--- config.mk ---
export PLATFORM = sky130hd
export DESIGN_NAME = multicycle_adder
export DESIGN_NICKNAME = d
export VERILOG_FILES = /design/src/rtl/adder_pkg.sv /design/src/rtl/chunk_adder.sv /design/src/rtl/multicycle_adder.sv
export SDC_FILE = /design/constraint.sdc
export NUM_CORES = 1
export LEC_CHECK = 0
export BUFFER_PORTS_ARGS = -buffer_cell sky130_fd_sc_hd__buf_4
export CAP_MARGIN = 20
export CELL_PAD_IN_SITES_DETAIL_PLACEMENT = 0
export CELL_PAD_IN_SITES_GLOBAL_PLACEMENT = 2
export CORE_ASPECT_RATIO = 0.9
export CORE_MARGIN = 2
export CORE_UTILIZATION = 35
export DETAILED_ROUTE_END_ITERATION = 7
export PLACE_DENSITY = 0.89
export SYNTH_ARGS = -nofsm -noshare
export SYNTH_HDL_FRONTEND = slang
export SYNTH_HIERARCHICAL = 1
export SYNTH_SLANG_ARGS = --single-unit
export TNS_END_PERCENT = 10
--- constraint.sdc ---
create_clock -name clk -period 15.7 [get_ports clk]
set_clock_uncertainty 0.15 [all_clocks]
set_input_delay 1.57 -clock clk [delete_from_list [all_inputs] [get_ports clk]]
set_output_delay 1.57 -clock clk [all_outputs]
set_load 0.01 [all_outputs]
--- src/rtl/adder_pkg.sv ---
// Shared definitions for the multicycle adder: FSM encodings, default
// geometry and the slice-counter width helper.
package adder_pkg;

    typedef enum logic [1:0] {
        IDLE = 2'd0,
        RUN  = 2'd1,
        DONE = 2'd2
    } state_t;

    localparam int DEFAULT_WIDTH = 32;
    localparam int DEFAULT_CHUNK = 8;

    // Slice counter never collapses to zero bits, even with a single slice.
    function automatic int ctr_width(input int num_slices);
        return (num_slices > 1) ? $clog2(num_slices) : 1;
    endfunction

endpackage

--- src/rtl/chunk_adder.sv ---
// Combinational ripple adder for one slice; also exposes the carry into the
// top bit so the caller can derive signed overflow.
module chunk_adder #(
    parameter int N = 8
) (
    input  logic [N-1:0] x,
    input  logic [N-1:0] y,
    input  logic         ci,
    output logic [N-1:0] s,
    output logic         co,
    output logic         c_msb_in
);

    logic [N:0] carry;

    assign carry[0] = ci;

    generate
        for (genvar gi = 0; gi < N; gi++) begin : g_bit
            assign s[gi]        = x[gi] ^ y[gi] ^ carry[gi];
            assign carry[gi+1]  = (x[gi] & y[gi]) | (carry[gi] & (x[gi] ^ y[gi]));
        end
    endgenerate

    assign co       = carry[N];
    assign c_msb_in = carry[N-1];

endmodule

--- src/rtl/multicycle_adder.sv ---
// Adds or subtracts two WIDTH-bit operands CHUNK bits per cycle, then holds
// the result and flags until the consumer takes them.
module multicycle_adder
    import adder_pkg::*;
#(
    parameter int WIDTH = DEFAULT_WIDTH,
    parameter int CHUNK = DEFAULT_CHUNK
) (
    input  logic             clk,
    input  logic             rst_n,
    input  logic             start,
    input  logic             sub,
    input  logic [WIDTH-1:0] a,
    input  logic [WIDTH-1:0] b,
    input  logic             cin,
    output logic             in_ready,
    output logic             out_valid,
    input  logic             out_ready,
    output logic [WIDTH-1:0] sum,
    output logic             cout,
    output logic             overflow,
    output logic             zero
);

    localparam int                NUM_SLICES = WIDTH / CHUNK;
    localparam int                KW         = ctr_width(NUM_SLICES);
    localparam logic [KW-1:0]     LAST_K     = KW'(NUM_SLICES - 1);
    localparam logic [WIDTH-1:0]  SLICE_MASK = {WIDTH{1'b1}} >> (WIDTH - CHUNK);

    state_t            state_reg;
    state_t            state_next;
    logic [KW-1:0]     k_reg;
    logic [WIDTH-1:0]  a_reg;
    logic [WIDTH-1:0]  b_reg;
    logic              carry_reg;
    logic [WIDTH-1:0]  sum_reg;
    logic              cout_reg;
    logic              overflow_reg;
    logic              zero_reg;

    logic              accept;
    logic              run_step;
    logic              last_slice;
    logic [31:0]       shamt;
    logic [CHUNK-1:0]  x_slice;
    logic [CHUNK-1:0]  y_slice;
    logic [CHUNK-1:0]  s_slice;
    logic              slice_co;
    logic              slice_c_msb;
    logic [WIDTH-1:0]  sum_merged;

    assign in_ready   = (state_reg == IDLE);
    assign out_valid  = (state_reg == DONE);
    assign accept     = in_ready && start;
    assign run_step   = (state_reg == RUN);
    assign last_slice = (k_reg == LAST_K);

    // Current slice is brought down to bit 0 by shifting, which keeps the
    // selection width-clean for every legal CHUNK.
    assign shamt   = 32'(k_reg) * 32'(CHUNK);
    assign x_slice = CHUNK'(a_reg >> shamt);
    assign y_slice = CHUNK'(b_reg >> shamt);

    chunk_adder #(
        .N (CHUNK)
    ) u_chunk_adder (
        .x        (x_slice),
        .y        (y_slice),
        .ci       (carry_reg),
        .s        (s_slice),
        .co       (slice_co),
        .c_msb_in (slice_c_msb)
    );

    assign sum_merged = (sum_reg & ~(SLICE_MASK << shamt)) | (WIDTH'(s_slice) << shamt);

    always_ff @(posedge clk or negedge rst_n) begin
        if (!rst_n) begin
            state_reg <= IDLE;
        end else begin
            state_reg <= state_next;
        end
    end

    always_comb begin
        state_next = state_reg;
        case (state_reg)
            IDLE:    if (start)      state_next = RUN;
            RUN:     if (last_slice) state_next = DONE;
            // A start arriving with the handshake is not seen: in_ready is low.
            DONE:    if (out_ready)  state_next = IDLE;
            default:                 state_next = IDLE;
        endcase
    end

    always_ff @(posedge clk or negedge rst_n) begin
        if (!rst_n) begin
            k_reg        <= '0;
            a_reg        <= '0;
            b_reg        <= '0;
            carry_reg    <= 1'b0;
            sum_reg      <= '0;
            cout_reg     <= 1'b0;
            overflow_reg <= 1'b0;
            zero_reg     <= 1'b0;
        end else if (accept) begin
            // Subtraction is a + ~b + 1, so cout=1 means no borrow.
            a_reg     <= a;
            b_reg     <= sub ? ~b : b;
            carry_reg <= sub ? 1'b1 : cin;
            k_reg     <= '0;
        end else if (run_step) begin
            sum_reg   <= sum_merged;
            carry_reg <= slice_co;
            k_reg     <= last_slice ? '0 : k_reg + KW'(1);
            if (last_slice) begin
                cout_reg     <= slice_co;
                overflow_reg <= slice_co ^ slice_c_msb;
                zero_reg     <= ~|sum_merged;
            end
        end
    end

    assign sum      = sum_reg;
    assign cout     = cout_reg;
    assign overflow = overflow_reg;
    assign zero     = zero_reg;

endmodule
After elaboration in Yosys (flattened, before gate mapping)
Cells that the tools add are included.
{ "word_totals": {"wordCells": 85, "out_inout_bits": 37, "ff_bits": 104} }
{ "op_classes": {"n_shift": 4, "mux": 11, "n_reduce_logical": 8, "addsub": 1, "n_bitwise": 46, "n_eq_ne": 6} }
{ "ops": {"columns": ["operator", "n"], "rows": [
  ["32-bit NOT", 2],
  ["32-bit by 5-bit right shift with 8-bit output", 2],
  ["32-bit bitwise AND", 1],
  ["32-bit two-way mux", 1],
  ["32-bit OR", 1],
  ["32-bit OR reduction", 1],
  ["8-bit by 5-bit << shifter with 32-bit output", 1],
  ["8-bit by 5-bit << shifter with 32-bit output (first input constant)", 1],
  ["1-bit XOR", 17],
  ["1-bit bitwise AND", 16],
  ["2-bit two-way mux", 6],
  ["1-bit OR", 8],
  ["2-bit one-hot mux with 3 select lines", 1],
  ["3-bit AND reduction", 2],
  ["2-bit == test (second input constant)", 2],
  ["2-bit by 1-bit inequality test with 1-bit output (second input constant)", 2],
  ["1-bit two-way mux", 3],
  ["2-bit by 1-bit adder with 2-bit output (second input constant)", 1],
  ["2-bit by 1-bit == test with 1-bit output (second input constant)", 1],
  ["2-bit zero test", 1],
  ["2-bit inequality test (second input constant)", 1],
  ["2-bit AND reduction", 1],
  ["2-bit nonzero test", 1],
  ["1-bit logical AND", 1],
  ["other kinds (2)", 2]
]} }

Depth between registers and ports, before layout
Gate-level depths: netlist of the first run.
{ "logic_depth": {"ltp_word": 21, "ltp_mapped": 19, "ltp_nobuf": 17} }

Modules after synthesis
The synthesis of the first run kept the hierarchy.
{ "modules_own_cells": {"columns": ["mod", "area_per_inst_um2", "cells_each", "seq_area_each_um2", "instances"], "rows": [
  ["multicycle_adder", 4653.2, 430, 2602.5, 1],
  ["chunk_adder", 197.7, 18, 0.0, 1]
]} }

Worst setup path before layout of the first run
Ideal clock, no wire load.
{ "synth_path": {"path_type": "reg-to-reg", "start": "register k_reg[1]", "end": "register zero_reg, in the netlist zero", "n_path_buf": 2, "synth_period_minus_slack_ps": 5572, "arrival_ps": 5356, "setup_ps": 66, "path_stages_with_launch": 20, "t_required_ps": 15484, "slack_ps": 10128, "cell_sequence": "dfrtp_1 > clkbuf_1 > buf_2 > mux4_2 > fa_1 > inv_1 > fa_1 > inv_1 > fa_1 > fa_1 > fa_1 > fa_1 > inv_1 > fa_1 > inv_1 > fa_1 > mux2_1 > or3_1 > a2111oi_2 > a22o_1"} }
{ "synth_between": {"elab_chain_cells": 21} }
{ "synth_lines": {"columns": ["element", "line_no", "text"], "rows": [
  ["start: declaration", "multicycle_adder.sv:32", "logic [KW-1:0] k_reg;"],
  ["start signal: assignment", "multicycle_adder.sv:115", "k_reg <= last_slice ? '0 : k_reg + KW'(1);"],
  ["32-bit by 5-bit right shift with 8-bit output *", "multicycle_adder.sv:62", "assign y_slice = CHUNK'(b_reg >> shamt);"],
  ["named net y_slice[0]", "multicycle_adder.sv:46", "logic [CHUNK-1:0] y_slice;"],
  ["1-bit XOR", "chunk_adder.sv:21", "assign carry[gi+1] = (x[gi] & y[gi]) | (carry[gi] & (x[gi] ^ y[gi]));"],
  ["1-bit bitwise AND", "chunk_adder.sv:21", null],
  ["1-bit OR *", "chunk_adder.sv:21", null],
  ["1-bit bitwise AND *", "chunk_adder.sv:21", null],
  ["1-bit OR *", "chunk_adder.sv:21", null],
  ["1-bit bitwise AND *", "chunk_adder.sv:21", null],
  ["(+8 left out)", null, null],
  ["1-bit OR *", "chunk_adder.sv:21", null],
  ["named net slice_c_msb", "multicycle_adder.sv:49", "logic slice_c_msb;"],
  ["1-bit XOR *", "chunk_adder.sv:20", "assign s[gi] = x[gi] ^ y[gi] ^ carry[gi];"],
  ["named net s_slice[7]", "multicycle_adder.sv:47", "logic [CHUNK-1:0] s_slice;"],
  ["8-bit by 5-bit << shifter with 32-bit output *", "multicycle_adder.sv:75", "assign sum_merged = (sum_reg & ~(SLICE_MASK << shamt)) | (WIDTH'(s_slice) << shamt);"],
  ["32-bit OR *", "multicycle_adder.sv:75", null],
  ["32-bit OR reduction *", "multicycle_adder.sv:119", "zero_reg <= ~|sum_merged;"],
  ["1-bit zero test *", "multicycle_adder.sv:119", null],
  ["end signal: assignment", "multicycle_adder.sv:119", null],
  ["end: declaration", "multicycle_adder.sv:39", "logic zero_reg;"]
]} }
Mark *: on every way through the listed nets, which the timed path passes. The rest lies on a longest branch.
A chain may end at the register's enable or synchronous reset.

Final worst setup path of the first run
{ "layout_path": {"start": "register k_reg[0]", "end": "register zero_reg, in the netlist zero"} }
The elaborated chain is that of the path after synthesis.

==> results.md, run 1 <==
* Result of the run: finished clean
* Pin count of the biggest net entering global routing at 100
* Chip height at 115.7 um
* Crit path cell chain: buf_4, mux4_2, fa_1, inv_1, fa_1, inv_1, fa_1, fa_1, fa_1, fa_1, inv_1, fa_1, inv_1, fa_1, mux2_1, or3_1, a2111oi_2, a22o_1
* Buf/Inv on CP at 5
* Unrepaired setup endpoints after global routing: false
* Post-detailed-route DRC marker count at 0
* Fraction of final layout cells sized beyond drive strength 1 at 27.32%
* Die area at 14820 um2
* Total design power at 1495 uW
* Gr usage total at between 10% and 20%
* Maximum ir drop on the vdd rail at 128.8 uV
* Worst stage delay on the critical path at 0.59 ns
* End of the worst register-to-register path: zero
* Post-synthesis async set-or-reset flop share at 100.0%
* Number of standard cells after synthesis at between 400 and 500
* Most used standard cell by instance count after synthesis: sky130_fd_sc_hd__nand2_1
* Reg2reg path depth at 18
* Post-synthesis net count at 530
* Via count of the first global-routing pass at 3591
* Worst flop-to-flop path startpoint: k_reg[0]
* Routability-driven placement congestion ratio at 0.7862
* Number of vias in the routed layout at 3585
* Antenna Cells at 0
* Average via count per standard cell at 5.000
* DR pass1 iterations at 4
* H-tree lvl count at 3
* Core area at 13460 um2
* Clock buffer count from CTS at 9
* PortBufs at 106
* Slack of the worst reg-to-reg path at 9.89 ns
* Share of the synthesized area in the top cell type at 53.65%
* Top cells by count, synth: 137 x sky130_fd_sc_hd__nand2_1, 104 x sky130_fd_sc_hd__dfrtp_1, 37 x sky130_fd_sc_hd__o21ai_0, 33 x sky130_fd_sc_hd__a22o_1, 33 x sky130_fd_sc_hd__xnor2_1
* Critical path depth in cells at 18
* Required time at the worst-slack endpoint at 15.83 ns
* GR Overflow Total at 0
* Setup ws final at 9.887 ns
* Class of the most critical setup path: register to register
* Areal power density over the cells at 244.4 nW/um2
* Tightest slew margin relative to the limit at 43.27%
* Dpl ws at approximately 9.9 ns
* CTS root buffer: sky130_fd_sc_hd__clkbuf_16
* Number of flops mapped to enable cells by yosys at 0
* Kind of cell adding the most delay to the critical path: adder cells
* Crit end category: register
* # IOs at ~110
* Antenna violations before repair at 0
* Endpoint of the most critical setup path: zero
* Path category of the worst min-delay check: register to register
* Most frequently used flop master after synthesis: sky130_fd_sc_hd__dfrtp_1
* Clock tree from TritonCTS: done
* DRC violation total after the first TritonRoute iteration at between 200 and 250
* Hold-fix buffer count after cts at 0
* Worst Tran Pin Value at 0.8509 ns
* Setup crit start: k_reg[0]
* PostCTS Resize Cnt at 0
* Largest area contributor in the netlist: sky130_fd_sc_hd__dfrtp_1
* Library cells used by synthesis at 25
* Mapped Avg Cell Area at 10.83 um2
* Yosys reg bits at 104
* Fin Setup TNS at 0 ns
* Largest cells by area after synthesis: sky130_fd_sc_hd__dfrtp_1 54%, sky130_fd_sc_hd__nand2_1 11%, sky130_fd_sc_hd__mux4_2 7.4%
* Maximum clock frequency at 0.1720 GHz
* Highest net fanout along the worst path at 27
* Horizontal extent of the die at 128.1 um
* Final antenna-violating net count at 0
* Critical Path Source Type: register
* Aggregate routed wire length at between 10 and 15 mm
* Worst path most repeated cell: sky130_fd_sc_hd__fa_1
* Slowest cell on crit path: sky130_fd_sc_hd__mux4_2
* Clock latency on the worst-skew pair at 0.34 ns
* Average wire length per cell after detail routing at 15.98 um
* CTS clock-pin slew for the worst setup and hold paths at around 0.070 ns
* Global-route wire length before repair at 18.69 mm
* Hold-critical path depth at 2
* Post-route fraction of the period consumed by the critical path at 37.03%
* Clock period minus worst slack at 5.813 ns
* Fraction of the yosys area taken by sequential cells at 53.65%
* Clock sink total at 104
* Post-CTS setup-driven buffer insertion count at 0
* Hold Violations, Final at 0
* # Max-Cap Violations at 0
* Static power due to leakage at roughly 0.003 uW
* Area Growth Syn to Fin at 26.13%
* Count of standard-cell rows at 40
* Arr. time, crit path at roughly 6.0 ns
* Fin. max-slew vios at 0
* HPWL after DPL at around 8.1 mm
* Maximum count of clock buffers along a single path at 2
* Synth Warn # at 6
* Starting density of the core at 36.03%
* Filler cells at 1274
* Post-synthesis instance area at 4851 um2
* Final nets at between 600 and 700
* Hold Slack at about 0.32 ns
* Setup-violating endpoint count in the final report at 0
[cell usage in the layout (no fill, tap or decap), drive strengths merged, types with 3 or more instances in the layout]
cell type and n:
o21ai 37, dfrtp 104, clkbuf 11, buf 111
nor2 3, xnor2 33, inv 14, nor4 7
nor3 7, fa 8, a21oi 5, a22o 33
o31ai 3, nand3 3, nand2 137, ha 4
mux4 16
[report_power, final]
| part | total (uW) | switching (uW) | internal [uW] |
|---|---|---|---|
| combinational | 794 | 458 | 336 |
| sequential | 473 | 76.5 | 397 |
| clock | 228 | 96.1 | 132 |
[metal layers]
layer  GRT usage [%]  wire (um)  vias to the layer above
li1                -          -                     1707
met1           22.07       5280                     1780
met2           27.42       5626                       89
met3           3.093        423                        9
met4           4.615        129                        0
met5               0          0                        -
[tightest hold or removal path, stage by stage, from the launching register on]
cell,delay [ns]
sky130_fd_sc_hd__dfrtp_1,0.34
sky130_fd_sc_hd__nand2_1,0.05
sky130_fd_sc_hd__nand2_1,0.05
[cells by family after synthesis]
| group | after synthesis | share of synthesized area [%] |
|---|---|---|
| simple gates | 162 | 13.83 |
| flops | 104 | 53.65 |
| mux | 18 | 7.893 |
| compound gates | 79 | 11.07 |
| buf+inv | 40 | 3.276 |
| fa+ha+maj | 12 | 4.333 |
| xor+xnor | 33 | 5.958 |
[worst min path at each step]
stage / from / to / slack (ns)
2_1_floorplan: a_reg[16] / a_reg[16] / 0.29
3_3_place_gp: a_reg[13] / a_reg[13] / 0.31
3_5_place_dp: a_reg[23] / a_reg[23] / 0.31
4_1_cts: a_reg[23] / a_reg[23] / 0.33
5_1_grt: b_reg[14] / b_reg[14] / 0.34
6_report: a_reg[23] / a_reg[23] / 0.32
[through the flow]
step,cells,utilization [%],instance area [um2]
global placement,700,42.96,5783
detailed placement,700,42.96,5783
CTS,716,45.24,6091
floorplan,448,-,4851
finish,717,45.45,6118
global route,717,45.45,6118
[cell type report]
| class | count | area, um2 | share of cell area, % |
|---|---|---|---|
| Sequential cell | 104 | 2603 | 42.54 |
| Multi-Input combinational cell | 304 | 2092 | 34.19 |
| Timing Repair Buffer | 111 | 853.3 | 13.95 |
| Clock buffer | 11 | 252.7 | 4.131 |
| Tap cell | 168 | 210.2 | 3.436 |
| Clock inverter | 5 | 55.05 | 0.8998 |
| Inverter | 14 | 52.55 | 0.8589 |
No activity file was read; power rests on OpenSTA's default activity.
==> inputs of run 2 (changes only) <==
--- a/config.mk
+++ b/config.mk
@@ -11,9 +11,9 @@
 export CELL_PAD_IN_SITES_GLOBAL_PLACEMENT = 2
 export CORE_ASPECT_RATIO = 0.9
 export CORE_MARGIN = 2
-export CORE_UTILIZATION = 35
+export CORE_UTILIZATION = 31
 export DETAILED_ROUTE_END_ITERATION = 7
-export PLACE_DENSITY = 0.89
+export PLACE_DENSITY = 0.84
 export SYNTH_ARGS = -nofsm -noshare
 export SYNTH_HDL_FRONTEND = slang
 export SYNTH_HIERARCHICAL = 1
==> constraint.sdc (replaced) <==
create_clock -name clk -period 4.65 [get_ports clk]
set_clock_uncertainty 0.15 [all_clocks]
set_input_delay 0.465 -clock clk [delete_from_list [all_inputs] [get_ports clk]]
set_output_delay 0.465 -clock clk [all_outputs]
set_load 0.01 [all_outputs]
==> run 2 against run 1 <==
  * The run now ends with setup timing left
  * Maximum frequency up 16%
  * Sequential share of layout area down 0.97 points
  * Hold slack worse by 0.17 ns
  * Critical path depth down 1
  * Sequential power rose to 3.4 times the previous value
  * Clock power rose to 3.6 times the previous value
  * Cell count up 5.9%
  * Non-clock buffer count up 8
  * Global-route usage down 0.72 points
==> results.md, run 2 (same netlist as run 1, synthesis figures left out) <==
* Average wire length per cell after detail routing at 16.03 um (was 15.98 um)
* Horizontal extent of the die at 135.9 um (was 128.1 um)
* Routability-driven placement congestion ratio at 0.8091 (was 0.7862)
* Maximum count of clock buffers along a single path at 2 (unchanged)
* Result of the run: finished with violations (was finished clean)
* Required time at the worst-slack endpoint at 4.79 ns (was 15.83 ns)
* Average via count per standard cell at 4.700 (was 5.000)
* Antenna Cells at 0 (unchanged)
* Class of the most critical setup path: register to register (unchanged)
* Via count of the first global-routing pass at 3686 (was 3591)
* Arr. time, crit path at 5.15 ns (was 5.95 ns)
* CTS root buffer: sky130_fd_sc_hd__clkbuf_16 (unchanged)
* Tightest slew margin relative to the limit at 45.12% (was 43.27%)
* Core area at 15390 um2 (was 13460 um2)
* GR Overflow Total at 0 (unchanged)
* # Max-Cap Violations at 0 (unchanged)
* Hold Violations, Final at 0 (unchanged)
* Clock sink total at 104 (unchanged)
* Commonest cells after routing, fill and taps aside: 136 x sky130_fd_sc_hd__nand2_1, 116 x sky130_fd_sc_hd__buf_4, 103 x sky130_fd_sc_hd__dfrtp_1, 37 x sky130_fd_sc_hd__o21ai_0 (was 136 x sky130_fd_sc_hd__nand2_1, 110 x sky130_fd_sc_hd__buf_4, 104 x sky130_fd_sc_hd__dfrtp_1, 37 x sky130_fd_sc_hd__o21ai_0)
* Most common cell after layout, fill and taps aside: sky130_fd_sc_hd__nand2_1 (unchanged)
* Setup ws final at -0.3595 ns (was 9.887 ns)
* Global-route wire length before repair at 19.60 mm (was 18.69 mm)
* Count of standard-cell rows at 43 (was 40)
* Seq. cell area at 2604 um2 (was 2603 um2)
* Area Growth Syn to Fin at 29.15% (was 26.13%)
* Post-route fraction of the period consumed by the critical path at 107.7% (was 37.03%)
* Fin. max-slew vios at 0 (unchanged)
* Filler cells at 1533 (was 1274)
* Final antenna-violating net count at 0 (unchanged)
* PortBufs at 106 (unchanged)
* Crit end category: register (unchanged)
* Gr usage total at 15.66% (was 16.38%)
* # IOs at 107 (unchanged)
* Hold Slack at 0.1529 ns (was 0.3227 ns)
* Path category of the worst min-delay check: primary input to register (was register to register)
* Fraction of final layout cells sized beyond drive strength 1 at 30.34% (was 27.32%)
* Clock buffer count from CTS at 9 (unchanged)
* Critical Path Source Type: register (unchanged)
* CTS clock-pin slew for the worst setup and hold paths at 0.07 ns (about the same)
* Worst Tran Pin Value at 0.8232 ns (was 0.8509 ns)
* HPWL after DPL at 8.864 mm (was 8.136 mm)
* Static power due to leakage at 0.002984 uW (was 0.002947 uW)
* Die area at 16670 um2 (was 14820 um2)
* DR pass1 iterations at 4 (unchanged)
* Maximum ir drop on the vdd rail at 578.1 uV (was 128.8 uV)
* Final nets at 634 (was 626)
* H-tree lvl count at 3 (unchanged)
* Chip height at 122.7 um (was 115.7 um)
* Unrepaired setup endpoints after global routing: true (was false)
* Antenna violations before repair at 0 (unchanged)
* Starting density of the core at 31.53% (was 36.03%)
* Aggregate routed wire length at 12.16 mm (was 11.46 mm)
* Clock latency on the worst-skew pair at 0.35 ns (was 0.34 ns)
* Dpl ws at -0.5304 ns (was 9.916 ns)
* Failing checks: setup timing
* Areal power density over the cells at 861.1 nW/um2 (was 244.4 nW/um2)
* Area taken by multi-input logic gates at 2128 um2 (was 2092 um2)
* DRC violation total after the first TritonRoute iteration at 191 (was 249)
* Post-detailed-route DRC marker count at 0 (unchanged)
* Highest net fanout along the worst path at 4 (was 27)
* Setup-violating endpoint count in the final report at 1 (was 0)
* Pin count of the biggest net entering global routing at 97 (was 100)
* Maximum clock frequency at 0.1996 GHz (was 0.1720 GHz)
* Clock tree from TritonCTS: done (unchanged)
* Number of vias in the routed layout at 3567 (was 3585)
* Clock period minus worst slack at 5.010 ns (was 5.813 ns)
-- run 2: cell types whose count changed in the layout (fill, tap and decap cells not counted), sizes merged --
cell / delta
bufinv: +1
clkinvlp: -1
clkinv: +1
clkbuf: -2
buf: +7
dlygate4sd3: +1
inv: +1
-- run 2: per-layer routing --
layer	global-route usage (%)	share of wire, %	vias up
met2	24.65	47	106
met5	0	0	-
met1	20.92	45	1716
met4	6.120	2.1	0
met3	3.883	5.9	16
li1	-	-	1729
-- run 2: path summary, 6_finish.rpt --
path | start | end | slack, ns | cells past startpoint
worst max-delay path | k_reg[0] | zero | -0.36 | 17
worst min-delay path | a[21] | a_reg[21] | 0.15 | 3
worst max register to register | k_reg[0] | zero | -0.36 | 17
worst min register to register | a_reg[13] | a_reg[13] | 0.32 | 2
max in group asynchronous | rst_n | k_reg[0] | 2.67 | 3
min in group asynchronous | rst_n | b_reg[31] | 0.51 | 2
-- run 2: critical path: stages (launching register included) --
cell	delay (ns)
sky130_fd_sc_hd__dfrtp_2	0.42
sky130_fd_sc_hd__mux4_2	0.54
sky130_fd_sc_hd__fa_2	0.40
sky130_fd_sc_hd__inv_2	0.06
sky130_fd_sc_hd__fa_1	0.14
sky130_fd_sc_hd__inv_1	0.05
sky130_fd_sc_hd__fa_2	0.36
sky130_fd_sc_hd__fa_2	0.35
sky130_fd_sc_hd__fa_2	0.37
sky130_fd_sc_hd__fa_2	0.34
sky130_fd_sc_hd__inv_2	0.06
sky130_fd_sc_hd__fa_1	0.17
sky130_fd_sc_hd__inv_2	0.05
sky130_fd_sc_hd__fa_2	0.41
sky130_fd_sc_hd__mux2_4	0.28
sky130_fd_sc_hd__or3_4	0.34
sky130_fd_sc_hd__a2111oi_4	0.28
sky130_fd_sc_hd__a22o_1	0.17
-- run 2: area by class of cell --
type                    count  area share (%)
clock buffers               9           3.595
clock inverters             7           1.518
inverters                  14          0.8388
multi-input cells         304           33.97
flip-flops and latches    104           41.56
well taps                 202           4.034
repair buffers            119           14.48
-- run 2: where the power goes --
group | total [uW] | switching [uW] | internal (uW)
Clock | 817 | 344 | 473
Combinational | 2970 | 1640 | 1330
Sequential | 1610 | 271 | 1340
-- run 2: stage by stage --
step | TNS (ns) | total power, uW | cells | instance area [um2] | util [%]
finish | -0.3595 | 5395 | 759 | 6265 | 40.71
detailed placement | -0.5304 | 4476 | 741 | 5896 | 38.32
global placement | -0.4569 | 4404 | 740 | 5881 | 38.22
global route | -0.5138 | 5787 | 759 | 6265 | 40.71
floorplan | -0.5934 | 3383 | 448 | 4890 | -
CTS | -0.5136 | 5324 | 759 | 6241 | 40.56
-- run 2: timing repair --
item                                    4_1_cts  5_1_grt
endpoints found under the setup margin        1        1
buffers inserted                              1        0
hold buffers                                  1        0
pin swaps                                     2        6
hold endpoints to repair                     45        0
resized for setup                             3        7
